==> src/rtl/buffer_memory_loader.sv <==
// rtl/buffer_memory_loader.sv - streams words round-robin into BufferMemory banks via its IO port.
// Optional zero-padding of the last partial row: define BUFFER_LOADER_ZERO_PAD_EN.
module buffer_memory_loader #(
   parameter int depth = 2,
   parameter int A     = 7,
   parameter int W     = 16
) (
   input  logic                 CLK,
   input  logic                 RST,
   input  logic                 start,
   input  logic [A-1:0]         baseAddr,
   input  logic [A+depth-1:0]   wordCount,
   input  logic [W-1:0]         inData,
   input  logic                 inValid,
   output logic                 inReady,
   output logic [W-1:0]         ioInput,
   output logic [A-1:0]         address,
   output logic [depth-1:0]     ioBankSelect,
   output logic                 write,
   output logic                 ioSelect,
   output logic                 busy,
   output logic                 done
);
   localparam logic [A+depth-1:0] CNT_ONE  = 1;
   localparam logic [depth-1:0]   BANK_ONE = 1;
   localparam logic [A-1:0]       ROW_ONE  = 1;

   typedef enum logic [1:0] {IDLE, LOAD, PAD, DONE} state_t;

   state_t               state, state_next;
   logic [A-1:0]         row;
   logic [depth-1:0]     bank;
   logic [A+depth-1:0]   count;
   logic [A+depth-1:0]   total;
   logic                 accept;
   logic                 last_word;
   logic                 bank_wrap;

   assign accept    = (state == LOAD) && inValid;
   assign last_word = (count == total - CNT_ONE);
   assign bank_wrap = &bank;

   always_ff @(posedge CLK) begin
      if (RST) state <= IDLE;
      else     state <= state_next;
   end

   always_comb begin
      state_next = state;
      case (state)
         IDLE: if (start) state_next = (wordCount != '0) ? LOAD : DONE;
         LOAD: begin
            if (accept && last_word) begin
`ifdef BUFFER_LOADER_ZERO_PAD_EN
               state_next = bank_wrap ? DONE : PAD;
`else
               state_next = DONE;
`endif
            end
         end
`ifdef BUFFER_LOADER_ZERO_PAD_EN
         PAD:  if (bank_wrap) state_next = DONE;
`endif
         DONE:    state_next = IDLE;
         default: state_next = IDLE;
      endcase
   end

   always_comb begin
      inReady  = (state == LOAD);
      busy     = (state != IDLE);
      done     = (state == DONE);
      // The final write lands on the edge entering DONE, so the port stays owned for it.
      ioSelect = (state == LOAD) || (state == PAD) || ((state == DONE) && write);
   end

   always_ff @(posedge CLK) begin
      if (RST) begin
         row          <= '0;
         bank         <= '0;
         count        <= '0;
         total        <= '0;
         ioInput      <= '0;
         address      <= '0;
         ioBankSelect <= '0;
         write        <= 1'b0;
      end else begin
         write <= 1'b0;
         case (state)
            IDLE: begin
               if (start) begin
                  row   <= baseAddr;
                  total <= wordCount;
                  bank  <= '0;
                  count <= '0;
               end
            end
            LOAD: begin
               if (accept) begin
                  ioInput      <= inData;
                  address      <= row;
                  ioBankSelect <= bank;
                  write        <= 1'b1;
                  bank         <= bank + BANK_ONE;
                  count        <= count + CNT_ONE;
                  if (bank_wrap) row <= row + ROW_ONE;
               end
            end
`ifdef BUFFER_LOADER_ZERO_PAD_EN
            PAD: begin
               ioInput      <= '0;
               address      <= row;
               ioBankSelect <= bank;
               write        <= 1'b1;
               bank         <= bank + BANK_ONE;
            end
`endif
            default: ;
         endcase
      end
   end
endmodule

==> config.mk <==
export PLATFORM = sky130hd
export DESIGN_NAME = buffer_memory_loader
export DESIGN_NICKNAME = d
export VERILOG_FILES = /design/src/rtl/buffer_memory_loader.sv
export SDC_FILE = /design/constraint.sdc
export NUM_CORES = 1
export LEC_CHECK = 0
export BUFFER_PORTS_ARGS = -buffer_cell sky130_fd_sc_hd__buf_4
export CAP_MARGIN = 15
export CORE_ASPECT_RATIO = 0.5
export CORE_MARGIN = 2
export CORE_UTILIZATION = 49
export CTS_BUF_LIST = sky130_fd_sc_hd__clkbuf_8
export CTS_CLUSTER_DIAMETER = 30
export DETAILED_ROUTE_END_ITERATION = 8
export GPL_TIMING_DRIVEN = 0
export PLACE_DENSITY = 0.78
export SLEW_MARGIN = 30
export SYNTH_ARGS = -nofsm -noshare
export SYNTH_HDL_FRONTEND = slang
export SYNTH_SLANG_ARGS = --single-unit
==> constraint.sdc <==
create_clock -name CLK -period 1.9 [get_ports CLK]
set_input_delay 0.285 -clock CLK [delete_from_list [all_inputs] [get_ports CLK]]
set_output_delay 0.285 -clock CLK [all_outputs]
set_load 0.01 [all_outputs]
==> results.toml, run 1 <==
[routing]
drc_errors = 0
vias_per_cell = 5.436
dr.first_iter.drc_count = 115
wl_per_cell_um = 14.38
drtPass1Iterations = 4
drtAntennaViolNets = 0
routed_wirelength_mm = 6.831
num_vias = 2582

[worst_setup_path]
endpoint_kind = "flip-flop"
path_max_fanout = 7
crit_start = "state[0]$_SDFFE_PP0P_"
required_ns = 2.16
crit_end = "count[5]$_SDFFE_PP0P_"
rr_startpoint = "state[0]$_SDFFE_PP0P_"
path_class = "reg2reg"
ff2ff_path_depth = 8
regToRegEndpoint = "count[5]$_SDFFE_PP0P_"
regToRegSetupSlack_ns = 0.05
startpoint_type = "flip-flop"
arrival_ns = 2.11

[placement]
gp_congestion = 0.8456
dp.final_hpwl_mm = 4.847
numPortBuffers = 64
place_area_um2 = 3157

[synth]
synth_area_leaders = "dfxtp_1 (43%), nand2_1 (12%), a21oi_1 (9.5%)"
synth.avg_cell_area_um2 = 7.868
yosys_warnings = 0
seq_area_frac_synth_pct = 42.53
synth_edf_count = 0
syn_nets = 372
ys_ff_latch = 55
synth_top_area_share_pct = 42.53
syn_inst = 329
synth_area_um2 = 2589
synthAdderAreaFrac_pct = 3.383
synth_cell_type_count = 50
synth_ff_type = "dfxtp_1"
synth-simple-area-share_pct = 24.75
yosys.area_share.xor_xnor_pct = 5.268
synth_top_area_cell = "dfxtp_1"
synth_mux_area_share_pct = 1.208
synth_top_family_by_area = "simple AND/OR/NAND/NOR gates"
synth_compound_area_share_pct = 18.99
async_flop_share_pct = 0

[sta]
fmax_mhz = 540.6
worst_slew_pin_slew_ns = 0.4780
slew_headroom_pct = 67.22
slew_violations = 0
finalSetupViolations = 0
hold_viol = 0
clock_skew_ns = 0.008153
fin_crit_sh_pct = 97.35
fin_crit_ns = 1.850

[finish]
fin_nets = 447
area_growth_pct = 33.11
n_antenna_cell = 0
finalInstanceArea_um2 = 3446
layout-drive-gt1-share_pct = 26.17
utilization_pct = 68.92

[clock_network]
cts_inserted_buffers = 5
clk_path_buf_depth = 2
h-tree-depth = 2
cts_hold_repair.buffers = 0
cts_tree = "built"
cts.sinks = 55
cts-root-buf = "clkbuf_8"
clkSlewWorstSetupHoldPaths_ns = 0.11
insertion_delay_ns = 0.31

[power]
ir_drop_mv = 0.4828
p_leak_uw = 0.001388
power_switching_uw = 821.2
pwr-share-clk_pct = 32.4
p_int_uw = 2046
combPwrFrac_pct = 22.4
power_frac_seq_pct = 45.3
sw_frac_of_total_pct = 28.64
pwr_density_cell_nw_per_um2 = 832.1

[global_routing]
grt_pass1_wl_mm = 11.00
grt_pass1_vias = 2433
grt_remaining_overflow = 0
antenna_found_initial = 0
grt_start_max_net_pins = 18
gr-usage-all-layers_pct = 22.93

[die]
die_area_um2 = 5916
die_y_um = 55.40
initial_core_util_pct = 51.78
num_rows = 18
io_pins = 66
design.core.area_um2 = 5000
die_w_um = 106.8

[outcome]
outcome = "complete, no violations"

[worst_hold_path]
hold_class = "in2reg"

[flow_run]
drv_cap = 0
cells in the final DEF (no fill, tap or decap), types with 3 or more instances in the layout:
| master | n |
|---|---|
| a211oi_1 | 3 |
| a21o_1 | 3 |
| a21oi_1 | 48 |
| a22oi_1 | 3 |
| buf_4 | 69 |
| clkbuf_1 | 11 |
| clkbuf_8 | 5 |
| dfxtp_1 | 50 |
| dfxtp_2 | 3 |
| ha_1 | 5 |
| inv_1 | 4 |
| inv_2 | 3 |
| nand2_1 | 83 |
| nand2b_1 | 5 |
| nand3_1 | 3 |
| nand4_1 | 5 |
| nor2_1 | 18 |
| nor3_1 | 6 |
| o21ai_0 | 7 |
| xnor2_1 | 6 |
| xor2_1 | 7 |
cell type report:
cell class	instances	area (µm²)
sequential	55	1112
clock inverter	3	67.56
buffer	18	83.83
timing repair buffer	68	510.5
fill	414	1554
tap	70	87.58
multi-input combinational	249	1489
inverter	7	26.28
clock buffer	5	68.82
worst max-delay path, stage by stage (launching register included):
cell and delay (ns):
dfxtp_4 0.39, inv_1 0.05, ha_1 0.18, buf_4 0.16
mux2_4 0.21, and2_4 0.16, nand4_4 0.14, or3_4 0.37
a21oi_2 0.14
registers in the layout (all words and copies together) (netlist names):
signal        cells
state             2
row               7
ioBankSelect      2
count             9
address           7
write             1
bank              2
total             9
ioInput          16
cells in the mapped netlist, drive strengths merged (2+ instances only):
library cell,number
o32ai,2
buf,5
a211oi,3
and2,3
xor2,7
or2,2
nor4,3
o2bb2ai,2
xnor2,6
nand2,84
nor2,18
nor3,7
o21ai,9
a22oi,3
o21bai,2
nor2b,2
nand4,6
or3,3
a311oi,2
nand2b,5
nand3,3
a21oi,50
inv,7
dfxtp,55
a21o,3
o22ai,2
clkbuf,13
ha,7
mux2i,2
cells by family after synthesis:
kind of cell | count (synthesis)
AOI/OAI and AO/OA | 83
muxes | 3
and+or+nand+nor | 142
xor gates and xnor gates | 14
DFF | 55
buffers and inverters | 25
adders and majority gates | 7
power groups by stage:
| stage | clock (µW) | combinational (µW) | sequential [µW] |
|---|---|---|---|
| after floorplan | 0 | 363 | 1310 |
| after global placement | 0 | 545 | 1310 |
| after detailed placement | 0 | 568 | 1310 |
| after CTS | 934 | 596 | 1290 |
| after global routing | 986 | 704 | 1310 |
| final | 928 | 641 | 1300 |
per-stage QoR:
step / setup slack, ns / total power [µW] / hold slack, ns / setup TNS (ns) / instances
3_3_place_gp: -0.1363 / 1857 / 0.4434 / -2.194 / 463
4_1_cts: 0.01907 / 2820 / 0.2016 / 0 / 471
2_1_floorplan: 0.08437 / 1673 / 0.4210 / 0 / 329
6_report: 0.05030 / 2867 / 0.2105 / 0 / 475
3_5_place_dp: -0.2242 / 1883 / 0.4478 / -3.801 / 463
5_1_grt: -0.01873 / 2997 / 0.1958 / -0.03872 / 475
what timing repair did:
action | 4_1_cts | 5_1_grt
pin swaps | 2 | 6
resized for setup | 17 | 15
endpoints found under the setup margin | 24 | 15
setup buffers | 0 | 4
worst min path at each step:
stage,from,cells after the start,endpoint,slack [ns]
finish,inData[13],3,ioInput[13]$_SDFFE_PP0P_,0.21
detailed placement,address[5]$_SDFFE_PP0P_,2,address[5]$_SDFFE_PP0P_,0.45
floorplan,wordCount[8],2,total[8]$_SDFFE_PP0P_,0.42
global route,inData[8],3,ioInput[8]$_SDFFE_PP0P_,0.20
CTS,inData[5],3,ioInput[5]$_SDFFE_PP0P_,0.20
global placement,ioInput[8]$_SDFFE_PP0P_,2,ioInput[8]$_SDFFE_PP0P_,0.44
routing by layer:
layer	part of all wire, %	track usage (%)	vias to the layer above	wire length (µm)
li1	-	-	1286	-
met1	43	28.91	1217	2944
met2	50	39.31	66	3436
met3	4.8	5.313	13	327
met4	1.8	6.865	0	124
met5	0	0	-	0
(Power assumes the default switching activity.)
==> run 2: changes to the inputs <==
--- a/config.mk
+++ b/config.mk
@@ -13,8 +13,9 @@
 export CTS_BUF_LIST = sky130_fd_sc_hd__clkbuf_8
 export CTS_CLUSTER_DIAMETER = 30
 export DETAILED_ROUTE_END_ITERATION = 8
-export GPL_TIMING_DRIVEN = 0
+export HOLD_SLACK_MARGIN = 0.03
 export PLACE_DENSITY = 0.78
+export SETUP_SLACK_MARGIN = 0.5
 export SLEW_MARGIN = 30
 export SYNTH_ARGS = -nofsm -noshare
 export SYNTH_HDL_FRONTEND = slang
==> run 2 against run 1 <==
  * Combinational power rose by 67%
  * Clock skew grew 0.0037 ns
  * Final area up 21%
  * Hold slack worse by 0.0053 ns
  * Die area unchanged
  * Utilization grew 15 points
  * Critical endpoint is now state[1]$_SDFFE_PP0P_
  * Power increased by 6.5%
  * Non-clock buffer count grew 15
  * Largest power group unchanged
==> results.toml, run 2 (synthesized netlist as in run 1, its figures left out) <==
[sta]
hold_viol = 0
setup_tns_ns = 0
fmax_mhz = 552.0
clock_skew_ns = 0.01188
rsz0062_at_grt = "yes"
fin_crit_ns = 1.812
fin_crit_sh_pct = 95.34
slew_headroom_pct = 66.46
slew_violations = 0
finalSetupViolations = 0
worst_slew_pin_slew_ns = 0.5030

[die]
die_y_um = 55.40
design.core.area_um2 = 5000
initial_core_util_pct = 51.78
io_pins = 66
die_area_um2 = 5916
die_w_um = 106.8
num_rows = 18

[worst_setup_path]
worstPathCellList = "inv_4 > ha_4 > buf_6 > buf_6 > nand4b_1 > a21oi_1 > a21oi_1 > a311oi_2"
path_max_fanout = 4
path_class = "reg2reg"
cp.buffers_inverters = 3
startpoint_type = "flip-flop"
cp_slowest_cell = "dfxtp_4"
required_ns = 2.11
endpoint_kind = "flip-flop"
cp_slowest_stage_delay_ns = 0.38
cp_top_family = "compound AO/OA/AOI/OAI gates"
arrival_ns = 2.03

[global_routing]
grt_remaining_overflow = 0
grt_pass1_vias = 2526
grt_start_max_net_pins = 38
gr-usage-all-layers_pct = 24.20
grt_pass1_wl_mm = 11.63
antenna_found_initial = 0

[routing]
drtAntennaViolNets = 0
num_vias = 2962
wl_per_cell_um = 20.18
routed_wirelength_mm = 9.887
dr.first_iter.drc_count = 205
drc_errors = 0
vias_per_cell = 6.045
drtPass1Iterations = 4

[power]
p_leak_uw = 0.001761
pwr_density_cell_nw_per_um2 = 731.5
ir_drop_mv = 0.4571

[clock_network]
clk_path_buf_depth = 2
h-tree-depth = 2
cts-root-buf = "clkbuf_8"
cts_inserted_buffers = 5
cts.sinks = 55
clkSlewWorstSetupHoldPaths_ns = 0.11
insertion_delay_ns = 0.31
cts_tree = "built"

[placement]
place_area_um2 = 3199
placed_cells = 451
numPortBuffers = 65
dp.final_hpwl_mm = 4.610
gp_congestion = 0.9015

[finish]
n_antenna_cell = 0
final_cells = 490
nFillCells = 265
layout-drive-gt1-share_pct = 51.43
area_growth_pct = 61.24
fin_nets = 462
multi_input_area_um2 = 1921
top_register = "ioInput"
layout_common_cells = "buf_4 (76), nand2_1 (57), dfxtp_1 (47)"
final_common_cell = "buf_4"
finalInstanceArea_um2 = 4174
top_regs = "ioInput: 16 flops, count: 9 flops, total: 9 flops"
largest_reg_flops = 16
seq_area_um2 = 1121

[flow_run]
drv_cap = 0

[worst_hold_path]
hold_class = "in2reg"

[outcome]
outcome = "complete, no violations"
[run 2: cell count changes in the layout (fill, tap and decap cells not counted), moves of 8 or more]
cell	delta
nand2_4	+18
a21oi_1	-26
buf_6	+18
a21oi_2	+25
clkbuf_1	-11
nand2_2	+8
nand2_1	-26
[run 2: tightest hold or removal path: cells and delay by family]
kind                   cells  cell delay, ns
AOI/OAI and AO/OA          1            0.05
and+or+nand+nor            1            0.05
buffers and inverters      1            0.11
[run 2: where the power goes]
part           switching, µW  internal [µW]
Sequential              96.8           1220
Clock                    406            258
Combinational            541            528
Total                   1040           2010
[run 2: per-stage QoR]
stage	utilization, %	setup WS, ns	hold slack (ns)	total power, µW
after floorplan	-	0.3102	0.4134	1713
after global placement	63.99	0.2623	0.4426	1892
after detailed placement	63.99	0.1072	0.4468	1921
after CTS	71.82	0.1352	0.2117	2734
after global routing	83.48	0.04953	0.2077	3171
final	83.48	0.08845	0.2052	3053
[run 2: repair_timing]
item                       in CTS  in global routing
resized for setup              43                114
buffers inserted               19                  7
pin swaps                      17                 48
cloned                          0                  5
hold buffers                    0                  0
setup endpoints to repair      48                 57
[run 2: worst paths after layout]
kind | slack (ns) | endpoint | start | cells past startpoint
max reg2reg | 0.09 | state[1]$_SDFFE_PP0P_ | state[1]$_SDFFE_PP0P_ | 8
min | 0.21 | total[7]$_SDFFE_PP0P_ | wordCount[7] | 3
min reg2reg | 0.47 | ioInput[14]$_SDFFE_PP0P_ | ioInput[14]$_SDFFE_PP0P_ | 2
max | 0.09 | state[1]$_SDFFE_PP0P_ | state[1]$_SDFFE_PP0P_ | 8
[run 2: cell type report]
class / count / area share (%)
Clock inverter: 3 / 0.4796
Clock buffer: 5 / 1.649
Tap cell: 70 / 2.098
Sequential cell: 55 / 26.86
Inverter: 7 / 0.8693
Timing Repair Buffer: 101 / 22.03
Multi-Input combinational cell: 249 / 46.01
[run 2: layer usage]
metal	up-vias	GRT usage [%]	share of wire [%]	wire length [µm]
li1	1308	-	-	-
met1	1408	29.81	40	3917
met2	191	43.49	48	4734
met3	55	4.250	7.7	758
met4	0	7.050	4.8	476
met5	-	0	0	0
==> run 3: changes to the inputs <==
==> constraint.sdc (replaced) <==
create_clock -name CLK -period 1.9 [get_ports CLK]
set_input_delay 0.285 -clock CLK [delete_from_list [all_inputs] [get_ports CLK]]
set_output_delay 0.285 -clock CLK [all_outputs]
set_load 0.05 [all_outputs]
==> run 3 against run 2 <==
  * Clock power rose by 6.3%
  * Combinational power is 4% lower
  * Critical path depth stayed put
  * Clock skew fell by 0.0046 ns
  * Critical path type unchanged
==> results.toml, run 3 (synthesized netlist as in run 1, its figures left out) <==
[placement]
numPortBuffers = 65
gp_congestion = 0.8347
place_area_um2 = 3188
dp.final_hpwl_mm = 4.491

[finish]
top_regs = "ioInput: 16 flops, count: 9 flops, total: 9 flops"
n_antenna_cell = 0
final_common_cell = "nand2_1"
multi_input_area_um2 = 1670
layout_common_cells = "nand2_1 (82), buf_4 (76), dfxtp_1 (49)"
fin_nets = 454
top_register = "ioInput"
layout-drive-gt1-share_pct = 38.35
seq_area_um2 = 1114
largest_reg_flops = 16
finalInstanceArea_um2 = 3786
area_growth_pct = 46.25
nFillCells = 326
utilization_pct = 75.73

[global_routing]
gr-usage-all-layers_pct = 23.79
grt_remaining_overflow = 0
antenna_found_initial = 0
grt_pass1_wl_mm = 11.42
grt_pass1_vias = 2490
grt_start_max_net_pins = 37

[worst_setup_path]
regToRegSetupSlack_ns = 0.21
ff2ff_path_depth = 8
required_ns = 2.11
endpoint_kind = "flip-flop"
regToRegEndpoint = "state[1]$_SDFFE_PP0P_"
rr_startpoint = "total[0]$_SDFFE_PP0P_"
path_class = "reg2reg"
arrival_ns = 1.90
startpoint_type = "flip-flop"
path_max_fanout = 4

[clock_network]
cts-root-buf = "clkbuf_8"
cts_inserted_buffers = 5
insertion_delay_ns = 0.31
cts_hold_repair.buffers = 0
clk_path_buf_depth = 2
clkSlewWorstSetupHoldPaths_ns = 0.11
cts.sinks = 55
cts_tree = "built"
h-tree-depth = 2

[power]
ir_drop_mv = 0.4263
p_total_uw = 3044
pwr_density_cell_nw_per_um2 = 803.9
p_leak_uw = 0.001474

[worst_hold_path]
hold_start = "inData[6]"
hold_class = "in2reg"
hold_depth = 3
hold_end = "ioInput[6]$_SDFFE_PP0P_"

[sta]
finalSetupViolations = 0
clock_skew_ns = 0.007315
worst_slew_pin_slew_ns = 0.4308
fin_crit_ns = 1.692
setup_tns_ns = 0
fmax_mhz = 591.0
holdWs_ns = 0.2055
slew_violations = 0
rsz0062_at_grt = "yes"
slew_headroom_pct = 71.01
hold_viol = 0
fin_crit_sh_pct = 89.05

[outcome]
outcome = "complete, no violations"

[die]
design.core.area_um2 = 5000
initial_core_util_pct = 51.78
die_w_um = 106.8
num_rows = 18
die_y_um = 55.40
io_pins = 66
die_area_um2 = 5916

[routing]
wl_per_cell_um = 15.98
num_vias = 2721
vias_per_cell = 5.645
routed_wirelength_mm = 7.701
drtAntennaViolNets = 0
drtPass1Iterations = 4
dr.first_iter.drc_count = 117
drc_errors = 0

[flow_run]
drv_cap = 0
[run 3: cell types whose count changed in the layout (fill, tap and decap cells not counted), sizes merged]
cell    previous run  this run
buf               98        91
inv                7         6
clkbuf             8         7
a21oi             50        51
[run 3: metal layers]
| layer | global-route usage [%] | wire, µm | up-vias |
|---|---|---|---|
| li1 | - | - | 1298 |
| met1 | 29.86 | 3126 | 1321 |
| met2 | 42.86 | 4050 | 93 |
| met3 | 3.778 | 450 | 9 |
| met4 | 5.937 | 73 | 0 |
| met5 | 0 | 0 | - |
[run 3: timing repair]
| action | in CTS | in global routing |
|---|---|---|
| endpoints found under the setup margin | 46 | 58 |
| setup buffers | 16 | 6 |
| gates resized for setup | 39 | 36 |
| pin swaps | 23 | 23 |
| gates cloned | 1 | 1 |
[run 3: how the worst max path moves through the flow]
stage / from / to / slack [ns] / cells past startpoint
after detailed placement: total[0]$_SDFFE_PP0P_ / state[0]$_SDFFE_PP0P_ / 0.15 / 7
after global routing: total[1]$_SDFFE_PP0P_ / state[1]$_SDFFE_PP0P_ / 0.15 / 7
after CTS: total[0]$_SDFFE_PP0P_ / state[1]$_SDFFE_PP0P_ / 0.20 / 7
final: total[0]$_SDFFE_PP0P_ / state[1]$_SDFFE_PP0P_ / 0.21 / 8
after floorplan: state[1]$_SDFFE_PP0P_ / count[5]$_SDFFE_PP0P_ / 0.29 / 8
after global placement: state[1]$_SDFFE_PP0P_ / count[5]$_SDFFE_PP0P_ / 0.22 / 7
[run 3: final cells by class]
class                      instances  area share, %
timing repair buffer              92          20.62
inverter                           7         0.9253
clock inverter                     2         0.4296
sequential                        55          29.41
tap                               70          2.313
clock buffer                       6          2.181
multi-input combinational        250          44.12
[run 3: power breakdown]
| part | leakage (µW) | internal, µW | switching [µW] |
|---|---|---|---|
| Clock | 0.0000474 | 299 | 407 |
| Sequential | 0.000450 | 1220 | 80.9 |
| Combinational | 0.000977 | 474 | 558 |
| Total | 0.00147 | 2000 | 1050 |
[run 3: critical path, stage by stage (launching register included)]
cell,delay (ns)
dfxtp_2,0.36
inv_2,0.05
ha_4,0.16
buf_6,0.12
xnor2_1,0.12
o2bb2ai_1,0.15
o21ai_1,0.17
o2111ai_2,0.19
a311oi_1,0.27
[run 3: stage by stage]
| stage | cells | worst slack [ns] |
|---|---|---|
| floorplan | 329 | 0.2899 |
| detailed placement | 450 | 0.1523 |
| CTS | 475 | 0.2020 |
| finish | 482 | 0.2080 |
| global placement | 450 | 0.2237 |
| global route | 482 | 0.1494 |
